File: src/rtl/song_sequencer.sv
// Beat-driven song player: three ROM songs stepped by a 4 Hz strobe, each
// note rendered as a square wave on sp, with status mirrored onto led.
module song_sequencer #(
    parameter int CLK_HZ   = 50000000,
    parameter int SONG_LEN = 64
) (
    input  logic        clk,
    input  logic        reset,
    input  logic        tick_4hz,
    input  logic        play_en,
    input  logic [1:0]  sel_song,
    output logic        sp,
    output logic [4:0]  note,
    output logic        song_done,
    output logic [15:0] led
);

    // Wide enough for the lowest tone (C4) at any CLK_HZ, never below 17 bits.
    localparam int HP_CALC = $clog2(CLK_HZ / 523 + 2);
    localparam int HP_W    = (HP_CALC > 17) ? HP_CALC : 17;

    typedef logic [31:0][HP_W-1:0] half_tab_t;
    typedef enum logic [1:0] {IDLE = 2'd0, PLAY = 2'd1, PAUSE = 2'd2} state_t;

    // Equal-temperament natural notes in micro-hertz, so the rounded
    // half-period divide keeps enough precision for every CLK_HZ.
    function automatic longint freq_uhz(input int c);
        case (c)
            1:  return 64'd261625565;   2:  return 64'd293664768;
            3:  return 64'd329627557;   4:  return 64'd349228231;
            5:  return 64'd391995436;   6:  return 64'd440000000;
            7:  return 64'd493883301;   8:  return 64'd523251131;
            9:  return 64'd587329536;   10: return 64'd659255114;
            11: return 64'd698456463;   12: return 64'd783990872;
            13: return 64'd880000000;   14: return 64'd987766603;
            15: return 64'd1046502261;  16: return 64'd1174659072;
            17: return 64'd1318510228;  18: return 64'd1396912926;
            19: return 64'd1567981744;  20: return 64'd1760000000;
            21: return 64'd1975533205;
            default: return 64'd1;
        endcase
    endfunction

    function automatic half_tab_t calc_half();
        half_tab_t t = '0;
        longint    f;
        for (int c = 1; c <= 21; c++) begin
            f    = freq_uhz(c);
            t[c] = HP_W'((longint'(CLK_HZ) * 64'd1000000 + f) / (2 * f));
        end
        return t;
    endfunction

    localparam half_tab_t HALF = calc_half();

    function automatic logic [4:0] rom(input logic [1:0] s, input logic [5:0] i);
        logic [4:0] c;
        c = 5'd0;
        case (s)
            2'd0: begin
                case (i)
                    6'd0: c = 5'd6;   6'd1: c = 5'd8;   6'd2: c = 5'd5;
                    6'd3: c = 5'd0;   6'd4: c = 5'd10;  6'd5: c = 5'd12;
                    6'd6: c = 5'd3;   6'd7: c = 5'd1;   6'd8: c = 5'd21;
                    6'd9: c = 5'd15;  6'd10: c = 5'd31;
                    default: c = 5'd0;
                endcase
            end
            2'd1:    c = (i[4:0] == 5'd31) ? 5'd25 : i[4:0];
            default: c = (i == 6'd40) ? 5'd31
                                      : ({2'b0, i[2:0]} + {2'b0, i[5:3]} + 5'd1);
        endcase
        return c;
    endfunction

    state_t          state_q, state_d;
    logic [1:0]      sel_q, song;
    logic [5:0]      idx_q, idx_d, idx_inc;
    logic [4:0]      note_q, note_d;
    logic            done_q, done_d;
    logic            sp_q, quiet;
    logic [HP_W-1:0] cnt_q;

    always_comb begin
        song    = (sel_q == 2'd3) ? 2'd0 : sel_q;
        state_d = state_q;
        idx_d   = idx_q;
        done_d  = 1'b0;
        idx_inc = idx_q + 6'd1;
        case (state_q)
            IDLE:    if (play_en)  state_d = PLAY;
            PLAY:    if (!play_en) state_d = PAUSE;
            PAUSE:   if (play_en)  state_d = PLAY;
            default: state_d = IDLE;
        endcase
        // The end marker is looked up at the candidate index so it never sounds.
        if (sel_song != sel_q) begin
            idx_d = '0;
        end else if (state_q == PLAY && tick_4hz) begin
            if (idx_q == 6'(SONG_LEN - 1) || rom(song, idx_inc) == 5'd31) begin
                idx_d  = '0;
                done_d = 1'b1;
            end else begin
                idx_d = idx_inc;
            end
        end
        note_d = rom(song, idx_q);
        quiet  = (note_d != note_q) || (state_d != PLAY) ||
                 (note_d == 5'd0) || (note_d >= 5'd22);
    end

    always_ff @(posedge clk) begin
        sel_q <= sel_song;
    end

    always_ff @(posedge clk) begin
        if (!reset) begin
            state_q <= IDLE;
            idx_q   <= '0;
            note_q  <= '0;
            done_q  <= 1'b0;
            sp_q    <= 1'b0;
            cnt_q   <= '0;
        end else begin
            state_q <= state_d;
            idx_q   <= idx_d;
            note_q  <= note_d;
            done_q  <= done_d;
            // Any new note, rest or non-playing state restarts the tone phase.
            if (quiet) begin
                cnt_q <= '0;
                sp_q  <= 1'b0;
            end else if (cnt_q == HALF[note_q] - HP_W'(1)) begin
                cnt_q <= '0;
                sp_q  <= ~sp_q;
            end else begin
                cnt_q <= cnt_q + HP_W'(1);
            end
        end
    end

    assign sp        = sp_q;
    assign note      = note_q;
    assign song_done = done_q;
    assign led       = {sp_q, song, note_q, state_q, idx_q};

endmodule

File: config.mk
export PLATFORM = sky130hd
export DESIGN_NAME = song_sequencer
export DESIGN_NICKNAME = d
export VERILOG_FILES = /design/src/rtl/song_sequencer.sv
export SDC_FILE = /design/constraint.sdc
export NUM_CORES = 1
export LEC_CHECK = 0
export ABC_AREA = 0
export BUFFER_PORTS_ARGS = -buffer_cell sky130_fd_sc_hd__buf_4
export CAP_MARGIN = 10
export CORE_AREA = 2 2 99 101
export CTS_CLUSTER_DIAMETER = 150
export CTS_CLUSTER_SIZE = 30
export DETAILED_ROUTE_END_ITERATION = 7
export DIE_AREA = 0 0 101 103
export PLACE_DENSITY = 0.6
export SLEW_MARGIN = 5
export SYNTH_ARGS = -nofsm -noshare
export SYNTH_HDL_FRONTEND = slang
export SYNTH_SLANG_ARGS = --single-unit
File: constraint.sdc
create_clock -name clk -period 4.95 [get_ports clk]
set_clock_uncertainty 0.15 [all_clocks]
set_input_delay 0 -clock clk [delete_from_list [all_inputs] [get_ports clk]]
set_output_delay 0 -clock clk [all_outputs]
set_load 0.05 [all_outputs]
# Yosys cells after proc, flatten, opt, wreduce, memory -nomap -nowiden

Memory sizes are Yosys's and may differ from the RTL's. A register that Yosys moved wholly into a read port is not among the register bits.
Cells that the tools add are included.

Reduce and logical (&&, ||, !) cells: 15
Bitwise logic cells: 3
Magnitude comparators: 2
Eq/ne operators: 14
Multipliers: 0
Divide/modulo/power cells: 0
Shift-type cells: 0
Multiplexer cells: 20
$add $sub $neg: 7

Operators by type and width:

| operator              | number |
|---|---|
| $mux 5                | 9 |
| $pmux 5 s2            | 2 |
| $eq 6x6->1 const B    | 3 |
| $add 17x1->17 const B | 1 |
| $eq 17x17->1          | 1 |
| $mux 17               | 1 |
| $sub 17x1->17 const B | 1 |
| $eq 5x5->1 const B    | 3 |
| $add 4x1->5 const B   | 2 |
| $add 3x3->4           | 2 |
| $logic_not 2->1       | 4 |
| $mux 4                | 2 |
| $add 6x1->6 const B   | 1 |
| $lt 5x6->1 const B    | 1 |
| $mux 2                | 3 |
| $mux 6                | 1 |
| $reduce_or 2->1       | 3 |
| $reduce_or 3->1       | 2 |
| $ge 5x5->1 const B    | 1 |
| $logic_not 5->1       | 1 |
| $ne 5x5->1            | 1 |
| $eq 2x1->1 const B    | 2 |
| $eq 2x2->1 const B    | 2 |
| $logic_or 1x1->1      | 4 |
| 6 further kinds       | 8 |

RAM bits: 0
ROM bits: 704
Word-level logic and storage cells: 71
Memories kept: 3
Output and inout bits: 23
Input port bits: 6
Bits in latches: 0
Register bits: 34

Memory list:

| name             | depth | bits a word | read ports | clocked after Yosys merged registers in | wr ports | RTL line | source |
|---|---|---|---|---|---|---|---|
| (name not given) | 32    | 17          | 1          | 1                                       | 0        | 133      | `end else if (cnt_q == HALF[note_q] - HP_W'(1)) begin` |
| (name not given) | 16    | 5           | 1          | 0                                       | 0        | 61       | `case (i)` |
| (name not given) | 16    | 5           | 1          | 1                                       | 0        | 61       |  |

# Longest topological paths before layout

Gate-level depths: netlist of the first run.

Word-level depth: 12
Mapped depth: 16

# Worst setup path after synthesis of the first run

OpenSTA, ideal clock, no wires.

Path type: reg2reg
Start: register idx_q[1]
End: register (tool-made name)
Path buffers: 1
Slack: 0.740 ns
Setup time: 0.122 ns
Data arrival time: 3.938 ns
Period minus slack after synthesis: 4.210 ns
Data required time: 4.678 ns
Stages on the path, launching flop included: 15
Path through: dfxtp_1 > ha_1 > buf_2 > nand3_1 > inv_1 > ha_1 > or4b_1 > a211o_1 > a2111o_4 > a31oi_1 > nor2_1 > ha_1 > inv_1 > and4_1 > a221o_1

RTL lines:

| element                | RTL line | source |
|---|---|---|
| from (decl)            | 78       | `logic [5:0] idx_q, idx_d, idx_inc;` |
| from (signal assigned) | 126      | `idx_q <= idx_d;` |

==> reports/qor.yml, run 1 <==
floorplan:
  ios: 29
  die_w_um: 101
  die_h_um: 103
  core_area_um2: 9460
  die-area_um2: 10400
  start_util_pct: 43.7
  placementRows: 36
clock_tree:
  cts_num_sinks: 56
  post-cts-setup-buffers: 0
  cts_tree: "yes"
  htreeDepth: 2
  clockRootBuffer: "clkbuf_8"
  clk_pin_slew_worst_paths_ns: 0.10
  clockBufferDepth: 2
  ctsResizeCount: 0
  clk_latency_ns: 0.32
  cts_made_buffers: 5
setup_path:
  critPathMaxFanout: 8
  cpPeakStageDelay_ns: 0.53
  cp-startpoint: "idx_q[0]"
  path_class: "flip-flop to flip-flop"
  r2r_start: "idx_q[0]"
  r2r_cells: 13
  path_cells: "ha_1 -> nand3_1 -> inv_1 -> ha_1 -> or4b_1 -> a211o_1 -> a2111o_4 -> a31oi_1 -> nor2_1 -> ha_1 -> inv_1 -> and4_1 -> a221o_1"
  critPathRequiredTime_ns: 5.01
  r2r_setup_slack_ns: 0.96
  worstSetupStartpointType: "flip-flop"
  crit_arrival_ns: 4.05
  critPathMostFrequentCell: "ha_1"
  cp_slowest_cell: "a2111o_4"
  end_kind: "flip-flop"
min_path:
  hold_depth: 4
  min_from: "tick_4hz"
  whs_endpoint: "idx_q[5]"
  hold_class: "input pin to flip-flop"
detailed_routing:
  drt_iter0_drc: 201
  routed_wl_um: 10300
  vias: 3759
  ant_nets: 0
  dr.pass1.iters: 5
  post_drt_via_cell_ratio: 5.84
  avgRoutedWirePerCell_um: 16.0
  drc: 0
sta:
  report.final.setup_viol: 0
  max_freq_mhz: 250
  min_period_ns: 3.99
  slew_violations: 0
  relSlewSlack_pct: 23.9
  min_period_over_period_pct: 80.7
  tns_ns: 0
  hold_viol: 0
  worst_pin_slew_ns: 1.13
  rsz0062_at_grt: "false"
pwr:
  p_per_area_nw_per_um2: 238
  vdd_drop_max_mv: 0.118
  p_total_uw: 1080
  p_leak_uw: 0.00179
synthesis:
  ys_top_cells_by_area: "dfxtp_1, ha_1, xnor2_1, nand2_1, nor2_1"
  yosysSeqAreaShare_pct: 27.2
  ys_types: 76
  synth_nets: 550
  async_flop_share_pct: 0
  netlist_area_um2: 4130
  synth.avg_cell_area_um2: 8.02
  syn_inst: 515
  synth_top_area_share_pct: 27.2
  ys_seq_elements: 56
  synth-warning-count: 0
  synthFlopType: "dfxtp_1"
  synth_common_cells: "dfxtp_1, nand2_1, nor2_1"
  yosys.area.top_type: "dfxtp_1"
  synth-edff-count: 0
  yosysMostFrequentCell: "dfxtp_1"
place:
  io_buffers: 28
  routabilityCongestion: 0.910
  hpwl_um: 7740
layout:
  nFillCells: 911
  diodes: 0
  area_delta_synth_final_pct: 9.91
  drive_gt1_share_pct: 11.1
  final_nets: 564
global_routing:
  grt_use_total_pct: 20.9
  antenna_found_initial: 0
  grt_pass1_vias: 3543
  grt_pass1_wl_um: 17500
  grt_max_degree: 21
  grt-ovfl-total: 0
outcome:
  status: "complete, no violations"
flow_run:
  maxCapViolCount: 0
[worst max path at each step]
stage,end,slack (ns),cells past startpoint
final,flip-flop,0.96,13
after detailed placement,flip-flop,0.98,13
after global routing,flip-flop,0.68,12
after floorplan,flip-flop,0.74,14
after CTS,flip-flop,0.96,13
after global placement,flip-flop,1.07,13
[through the flow]
stage | cell area (um2) | util (%) | hold slack, ns | std cells | setup WS (ns)
after global placement | 4370 | 46.2 | -0.0266 | 631 | 1.07
after detailed placement | 4370 | 46.2 | -0.0233 | 631 | 0.978
final | 4540 | 48.0 | 0.0932 | 644 | 0.956
after floorplan | 4130 | - | -0.122 | 515 | 0.740
after global routing | 4540 | 48.0 | 0.111 | 644 | 0.682
after CTS | 4540 | 48.0 | 0.0879 | 644 | 0.957
[worst max-delay path, delay by kind of cell (launching register included)]
family / cells / cell delay (ns)
and+or+nand+nor: 4 / 0.91
adders and majority gates: 3 / 0.97
AOI/OAI and AO/OA: 4 / 1.35
buffers and inverters: 2 / 0.15
DFF: 1 / 0.35
[cell families after synthesis]
kind of cell	count (synthesis)	share of synthesized area (%)
simple gates	193	23.2
compound gates	122	22.9
buf+inv	67	7.00
flops	56	27.2
xor+xnor	43	9.58
fa+ha+maj	29	8.97
mux	5	1.24
[placed cells by master, fill, tap and decap left out, types with 4 or more instances in the layout]
cell type      synthesis  final
a2111oi_0              4      4
a211o_1                6      6
a211oi_1               7      7
a21boi_0               5      5
a21oi_1               18     18
a221o_1                5      5
a221oi_1               4      4
a31oi_1                7      7
and3_1                 6      6
and4_1                 4      4
buf_4                  6     35
clkbuf_8               0      5
dfxtp_1               56     56
dlygate4sd3_1          0      5
ha_1                  28     28
inv_1                 32     32
mux2i_1                4      4
nand2_1               51     51
nand3_1               29     29
nand4_1                6      6
nor2_1                46     46
nor2b_1                6      6
nor3_1                13     13
nor3b_1                5      5
nor4_1                 6      6
o211ai_1               6      6
o21a_1                 8      8
o21ai_0               13     13
o22ai_1                4      4
o31ai_1                4      4
xnor2_1               28     28
xor2_1                14     14
[where the power goes]
group          total (uW)  leakage [uW]  internal, uW  switching, uW
clock                 310     0.0000548           153            157
sequential            499      0.000458           473           26.5
combinational         270       0.00128           105            164
[per-layer routing]
| metal | wire, um | global-route usage, % |
|---|---|---|
| met4 | 230 | 7.07 |
| met5 | 0 | 0 |
| met1 | 4590 | 27.4 |
| met3 | 519 | 3.12 |
| met2 | 4970 | 35.2 |
[area by class of cell]
type / instances / area, um2 / share of cell area [%]
repair buffers: 40 / 313 / 6.89
clock inverters: 3 / 46.3 / 1.02
inverters: 34 / 128 / 2.81
multi-input cells: 392 / 2720 / 59.9
clock buffers: 5 / 68.8 / 1.52
well taps: 114 / 143 / 3.14
flip-flops and latches: 56 / 1120 / 24.7
[timing repair]
item                                    in CTS  in global routing
hold endpoints to repair                     9                  0
hold buffers                                 5                  0
endpoints found under the setup margin       0                  0
Note: power is estimated with default switching activity, not from simulation.
==> run 2: changes to the inputs <==
- ABC_AREA: 0 -> 1
- PLACE_DENSITY: 0.6 -> 0.59
- clock period: 4.95 -> 4.1 ns (I/O delays scaled with it)
==> run 2 against run 1 <==
Against the previous run: cell count is 16% higher; global-route usage decreased by 0.74 points; wire length is 1.7% lower; combinational power increased by 33%; area after synthesis fell by 0.88%; critical path type unchanged; via count increased by 2.0%; sequential power grew 20%; hold slack gained 0.036 ns; fmax rose by 11%; first-iteration DRC count fell by 1.5%; sequential share of layout area increased by 0.15 points.
==> reports/qor.yml, run 2 <==
outcome:
  status: "complete, no violations"  # unchanged
synthesis:
  synthFlopType: "dfxtp_1"  # unchanged
  yosys.area.top_type: "dfxtp_1"  # unchanged
  ys_types: 48  # was 76
  synth_nets: 638  # was 550
  yosysMostFrequentCell: "nand2_1"  # was dfxtp_1
  ys_top_cells_by_area: "dfxtp_1, nand2_1, ha_1, inv_1, nand3_1"  # was dfxtp_1, ha_1, xnor2_1, nand2_1, nor2_1
  synth-warning-count: 0  # unchanged
  yosysSeqAreaShare_pct: 27.4  # was 27.2%
  ys_seq_elements: 56  # unchanged
  syn_inst: 603  # was 515
  async_flop_share_pct: 0  # unchanged
  synth.avg_cell_area_um2: 6.79  # was 8.02 um2
  netlist_area_um2: 4090  # was 4130 um2
  synth_common_cells: "nand2_1, inv_1, nor2_1"  # was dfxtp_1, nand2_1, nor2_1
  synth_top_area_share_pct: 27.4  # was 27.2%
  synth-edff-count: 0  # unchanged
setup_path:
  worstSetupStartpointType: "flip-flop"  # unchanged
  cp_slowest_cell: "dfxtp_1"  # was a2111o_4
  path_class: "flip-flop to flip-flop"  # unchanged
  critPathRequiredTime_ns: 4.17  # was 5.01 ns
  critPathMaxFanout: 13  # was 8
  crit_arrival_ns: 3.65  # was 4.05 ns
  cp.depth: 15  # was 13
  cpPeakStageDelay_ns: 0.49  # was 0.53 ns
  end_kind: "flip-flop"  # unchanged
  path_cells: "ha_1 -> nand2_1 -> nor2_1 -> ha_1 -> nor2_1 -> nand2_1 -> o211ai_1 -> o21ai_2 -> nor2_1 -> inv_1 -> ha_1 -> or2_0 -> nand2_1 -> nand2_1 -> a221oi_1"  # was ha_1 -> nand3_1 -> inv_1 -> ha_1 -> or4b_1 -> a211o_1 -> a2111o_4 -> a31oi_1 -> nor2_1 -> ha_1 -> inv_1 -> and4_1 -> a221o_1
  cp_num_buf_inv: 1  # was 2
  r2r_cells: 15  # was 13
  r2r_setup_slack_ns: 0.52  # was 0.96 ns
  path_delay_family: "simple AND/OR/NAND/NOR gates"  # was compound AO/OA/AOI/OAI gates
  r2r_start: "idx_q[1]"  # was idx_q[0]
  critPathMostFrequentCell: "nand2_1"  # was ha_1
global_routing:
  grt_use_total_pct: 20.1  # was 20.9%
  grt_pass1_wl_um: 16700  # was 17,500 um
  grt_max_degree: 18  # was 21
  grt-ovfl-total: 0  # unchanged
  grt_pass1_vias: 3501  # was 3,543
  antenna_found_initial: 0  # unchanged
layout:
  final_common_cell: "nand2_1"  # was dfxtp_1
  drive_gt1_share_pct: 14.8  # was 11.1%
  mostFrequentLayoutCells: "nand2_1, inv_1, nor2_1"  # was dfxtp_1, nand2_1, nor2_1
  seqCellArea_um2: 1120  # unchanged
  final_nets: 668  # was 564
  multiInputGateArea_um2: 2570  # was 2720 um2
  diodes: 0  # unchanged
  area_delta_synth_final_pct: 10.2  # was 9.91%
  nFillCells: 950  # was 911
detailed_routing:
  drt_iter0_drc: 198  # was 201
  post_drt_via_cell_ratio: 5.13  # was 5.84
  dr_wl_met3_um: 513  # was 519 um
  wl_met2_um: 4550  # was 4970 um
  dr.pass1.iters: 5  # unchanged
  routed_wl_um: 10100  # was 10,300 um
  routed.top_layer: "met4"  # unchanged
  vias: 3834  # was 3,759
  drc: 0  # unchanged
  ant_nets: 0  # unchanged
  drt-met1-wl_um: 4930  # was 4590 um
  avgRoutedWirePerCell_um: 13.6  # was 16.0 um
clock_tree:
  cts_tree: "yes"  # unchanged
  cts_made_buffers: 5  # unchanged
  htreeDepth: 2  # unchanged
  post-cts-setup-buffers: 0  # unchanged
  cts_num_sinks: 56  # unchanged
  clockBufferDepth: 2  # unchanged
  clk_latency_ns: 0.32  # about the same
  clk_pin_slew_worst_paths_ns: 0.11  # was 0.10 ns
  ctsResizeCount: 0  # unchanged
  clockRootBuffer: "clkbuf_8"  # unchanged
sta:
  relSlewSlack_pct: 65.2  # was 23.9%
  hold_viol: 0  # unchanged
  holdWs_ns: 0.130  # was 0.0932 ns
  rsz0062_at_grt: "false"  # unchanged
  tns_ns: 0  # unchanged
  report.final.setup_viol: 0  # unchanged
  min_period_over_period_pct: 87.4  # was 80.7%
  min_period_ns: 3.58  # was 3.99 ns
  slew_violations: 0  # unchanged
  worst_pin_slew_ns: 0.521  # was 1.13 ns
  layout_setup_ws_ns: 0.515  # was 0.956 ns
  max_freq_mhz: 279  # was 250 MHz
place:
  io_buffers: 28  # unchanged
  routabilityCongestion: 0.918  # was 0.910
  hpwl_um: 7820  # was 7740 um
  place_worst_setup_slack_ns: 0.552  # was 0.978 ns
min_path:
  whs_endpoint: "song_done"  # was idx_q[5]
  hold_depth: 3  # was 4
  min_from: "tick_4hz"  # unchanged
  hold_class: "input pin to flip-flop"  # unchanged
floorplan:
  die-area_um2: 10400  # unchanged
  die_w_um: 101  # unchanged
  die_h_um: 103  # unchanged
  placementRows: 36  # unchanged
  core_area_um2: 9460  # unchanged
  ios: 29  # unchanged
  start_util_pct: 43.3  # was 43.7%
pwr:
  p_leak_uw: 0.00209  # was 0.00179 uW
  p_per_area_nw_per_um2: 286  # was 238 nW/um2
  vdd_drop_max_mv: 0.138  # was 0.118 mV
  p_total_uw: 1290  # was 1080 uW
flow_run:
  maxCapViolCount: 0  # unchanged
[run 2: changes by cell type after synthesis, moves of 17 or more]
cell      previous run  this run
nand2_1             51       150
xnor2_1             28        11
clkbuf_1            18         1
nand3_1             29        48
inv_1               32        73
nor2_1              46        63
nor2_2               0        19
[run 2: area by class of cell]
| type | instances | share of cell area [%] |
|---|---|---|
| multi-input cells | 451 | 56.9 |
| repair buffers | 34 | 5.94 |
| inverters | 85 | 7.07 |
| well taps | 114 | 3.16 |
| clock inverters | 1 | 0.166 |
| flip-flops and latches | 56 | 24.9 |
| clock buffers | 7 | 1.91 |
[run 2: cells by family after synthesis]
kind of cell,after synthesis,share of synthesized area [%]
fa+ha+maj,29,9.05
flops,56,27.4
simple gates,333,37.4
xor+xnor,33,7.40
buf+inv,96,9.91
compound gates,56,8.84
[run 2: worst max path at each step]
stage	from	end
6_report	idx_q[1]	flip-flop
5_1_grt	idx_q[1]	flip-flop
4_1_cts	idx_q[1]	flip-flop
3_5_place_dp	idx_q[1]	flip-flop
3_3_place_gp	idx_q[1]	flip-flop
2_1_floorplan	idx_q[1]	flip-flop
[run 2: stage by stage]
step                std cells  area (um2)  utilization (%)
floorplan                 603        4090                -
global placement          735        4370             46.2
detailed placement        735        4370             46.2
CTS                       748        4510             47.7
global route              748        4510             47.7
finish                    748        4510             47.7
[run 2: repair_timing]
action                     in CTS  in global routing
hold buffers                    5                  0
setup endpoints to repair       0                  0
hold endpoints to repair       11                  0
[run 2: worst min-delay path, stage by stage]
cell and delay (ns):
buf_4 0.11, nand3_1 0.36, nor2_1 0.10
[run 2: routing by layer]
metal	vias to the layer above	track usage [%]
li1	1983	-
met3	15	3.66
met5	-	0
met1	1723	27.2
met2	113	33.1
met4	0	5.61
[run 2: power by group]
group          switching, uW  internal [uW]
registers               27.5            572
logic                    236            124
clock network            192            138
==> run 3: changes to the inputs <==
==> constraint.sdc (replaced) <==
create_clock -name clk -period 4.1 [get_ports clk]
set_clock_uncertainty 0.15 [all_clocks]
set_input_delay 0.82 -clock clk [delete_from_list [all_inputs] [get_ports clk]]
set_output_delay 0.82 -clock clk [all_outputs]
set_load 0.05 [all_outputs]
==> run 3 against run 2 <==
Against the previous run: worst setup slack better by 0.010 ns; critical path depth stayed put; hold slack improved by 0.22 ns; clock power about the same; cell count is 0.67% lower; non-clock buffer count shrank 5; sequential share of layout area grew 0.28 points; global-route usage shrank 0.085 points; core utilization decreased by 0.53 points; register-to-register slack about the same; largest power group unchanged; count of clock-buffer cells in the layout unchanged; highest routed layer unchanged.
==> reports/qor.yml, run 3 (synthesis gave the netlist of run 2 again) <==
clock_tree:
  cts_tree: "yes"  # unchanged
  clockBufferDepth: 2  # unchanged
  clk_latency_ns: 0.32  # about the same
  ctsResizeCount: 0  # unchanged
  post-cts-setup-buffers: 0  # unchanged
  htreeDepth: 2  # unchanged
  cts_made_buffers: 5  # unchanged
  clk_pin_slew_worst_paths_ns: 0.11  # about the same
  ctsHoldBuffers: 0  # was 5
  cts_num_sinks: 56  # unchanged
  clockRootBuffer: "clkbuf_8"  # unchanged
setup_path:
  critPathMaxFanout: 13  # unchanged
  r2r_setup_slack_ns: 0.53  # was 0.52 ns
  r2r_cells: 15  # unchanged
  critPathMostFrequentCell: "nand2_1"  # unchanged
  cpPeakStageDelay_ns: 0.49  # about the same
  worstSetupStartpointType: "flip-flop"  # unchanged
  cp.depth: 15  # unchanged
  path_cells: "ha_1 -> nand2_1 -> nor2_1 -> ha_1 -> nor2_1 -> nand2_1 -> o211ai_1 -> o21ai_2 -> nor2_1 -> inv_1 -> ha_1 -> or2_0 -> nand2_1 -> nand2_1 -> a221oi_1"  # unchanged
  critPathRequiredTime_ns: 4.17  # about the same
  r2r_start: "idx_q[1]"  # unchanged
  crit_arrival_ns: 3.64  # was 3.65 ns
  path_delay_family: "simple AND/OR/NAND/NOR gates"  # unchanged
  path_class: "flip-flop to flip-flop"  # unchanged
  cp-startpoint: "idx_q[1]"  # unchanged
  end_kind: "flip-flop"  # unchanged
  cp_slowest_cell: "dfxtp_1"  # unchanged
  cp_num_buf_inv: 1  # unchanged
detailed_routing:
  routed_wl_um: 10100  # about the same
  ant_nets: 0  # unchanged
  avgRoutedWirePerCell_um: 13.6  # about the same
  dr.pass1.iters: 5  # unchanged
  drc: 0  # unchanged
  post_drt_via_cell_ratio: 5.14  # was 5.13
  drt_iter0_drc: 176  # was 198
  vias: 3817  # was 3,834
global_routing:
  grt_pass1_vias: 3485  # was 3,501
  grt_pass1_wl_um: 16600  # was 16,700 um
  grt-ovfl-total: 0  # unchanged
  grt_max_degree: 18  # unchanged
  antenna_found_initial: 0  # unchanged
  grt_use_total_pct: 20.1  # about the same
layout:
  fin_cells: 743  # was 748
  final_nets: 663  # was 668
  nFillCells: 956  # was 950
  drive_gt1_share_pct: 14.9  # was 14.8%
  seqCellArea_um2: 1120  # unchanged
  mostFrequentLayoutCells: "nand2_1, inv_1, nor2_1"  # unchanged
  fin_area_um2: 4460  # was 4510 um2
  area_delta_synth_final_pct: 8.99  # was 10.2%
  multiInputGateArea_um2: 2570  # unchanged
  diodes: 0  # unchanged
  final_common_cell: "nand2_1"  # unchanged
sta:
  slew_violations: 0  # unchanged
  max_freq_mhz: 280  # was 279 MHz
  relSlewSlack_pct: 65.3  # was 65.2%
  worst_pin_slew_ns: 0.520  # was 0.521 ns
  report.final.setup_viol: 0  # unchanged
  hold_viol: 0  # unchanged
  rsz0062_at_grt: "false"  # unchanged
  min_period_over_period_pct: 87.2  # was 87.4%
  tns_ns: 0  # unchanged
  holdWs_ns: 0.350  # was 0.130 ns
  min_period_ns: 3.57  # was 3.58 ns
floorplan:
  core_area_um2: 9460  # unchanged
  ios: 29  # unchanged
  die-area_um2: 10400  # unchanged
  die_h_um: 103  # unchanged
  die_w_um: 101  # unchanged
  placementRows: 36  # unchanged
  start_util_pct: 43.3  # unchanged
outcome:
  status: "complete, no violations"  # unchanged
place:
  place_area_um2: 4370  # unchanged
  hpwl_um: 7820  # unchanged
  dp.cells: 735  # unchanged
  io_buffers: 28  # unchanged
  routabilityCongestion: 0.918  # unchanged
min_path:
  hold_class: "flip-flop to flip-flop"  # was input pin to flip-flop
pwr:
  p_per_area_nw_per_um2: 288  # was 286 nW/um2
  vdd_drop_max_mv: 0.138  # about the same
  p_leak_uw: 0.00207  # was 0.00209 uW
flow_run:
  maxCapViolCount: 0  # unchanged
## run 3: changes by cell type in the layout (fill, tap and decap cells not counted), sizes merged
cell,before,now
dlygate4sd3,5,0
## run 3: where the power goes
part | total (uW) | internal (uW) | switching [uW]
logic | 356 | 121 | 235
registers | 599 | 572 | 27.4
clock network | 330 | 138 | 192
## run 3: worst min path at each step
stage / start / end / slack [ns] / depth (start not counted)
floorplan: cnt_q[0] / cnt_q[0] / 0.29 / 1
global placement: cnt_q[0] / cnt_q[0] / 0.31 / 1
detailed placement: cnt_q[0] / cnt_q[0] / 0.33 / 1
CTS: state_q[0] / state_q[1] / 0.35 / 2
global route: state_q[0] / state_q[1] / 0.36 / 2
finish: cnt_q[0] / cnt_q[0] / 0.35 / 1
## run 3: area by class of cell
class,instances,share of cell area (%)
inverter,85,7.15
clock inverter,1,0.168
multi-input combinational,451,57.5
clock buffer,7,1.94
tap,114,3.20
timing repair buffer,29,4.88
sequential,56,25.1
## run 3: routing by layer
metal	track usage (%)	up-vias	share of wire [%]
met5	0	-	0
met4	5.61	0	1.7
met3	3.66	14	4.9
met2	32.8	104	45
met1	27.2	1724	49
li1	-	1975	-
## run 3: through the flow
| stage | total power, uW | util, % | worst slack, ns |
|---|---|---|---|
| final | 1280 | 47.2 | 0.525 |
| after floorplan | 886 | - | 0.863 |
| after global routing | 1370 | 47.2 | 0.141 |
| after detailed placement | 964 | 46.2 | 0.552 |
| after CTS | 1300 | 47.2 | 0.509 |
| after global placement | 966 | 46.2 | 0.776 |
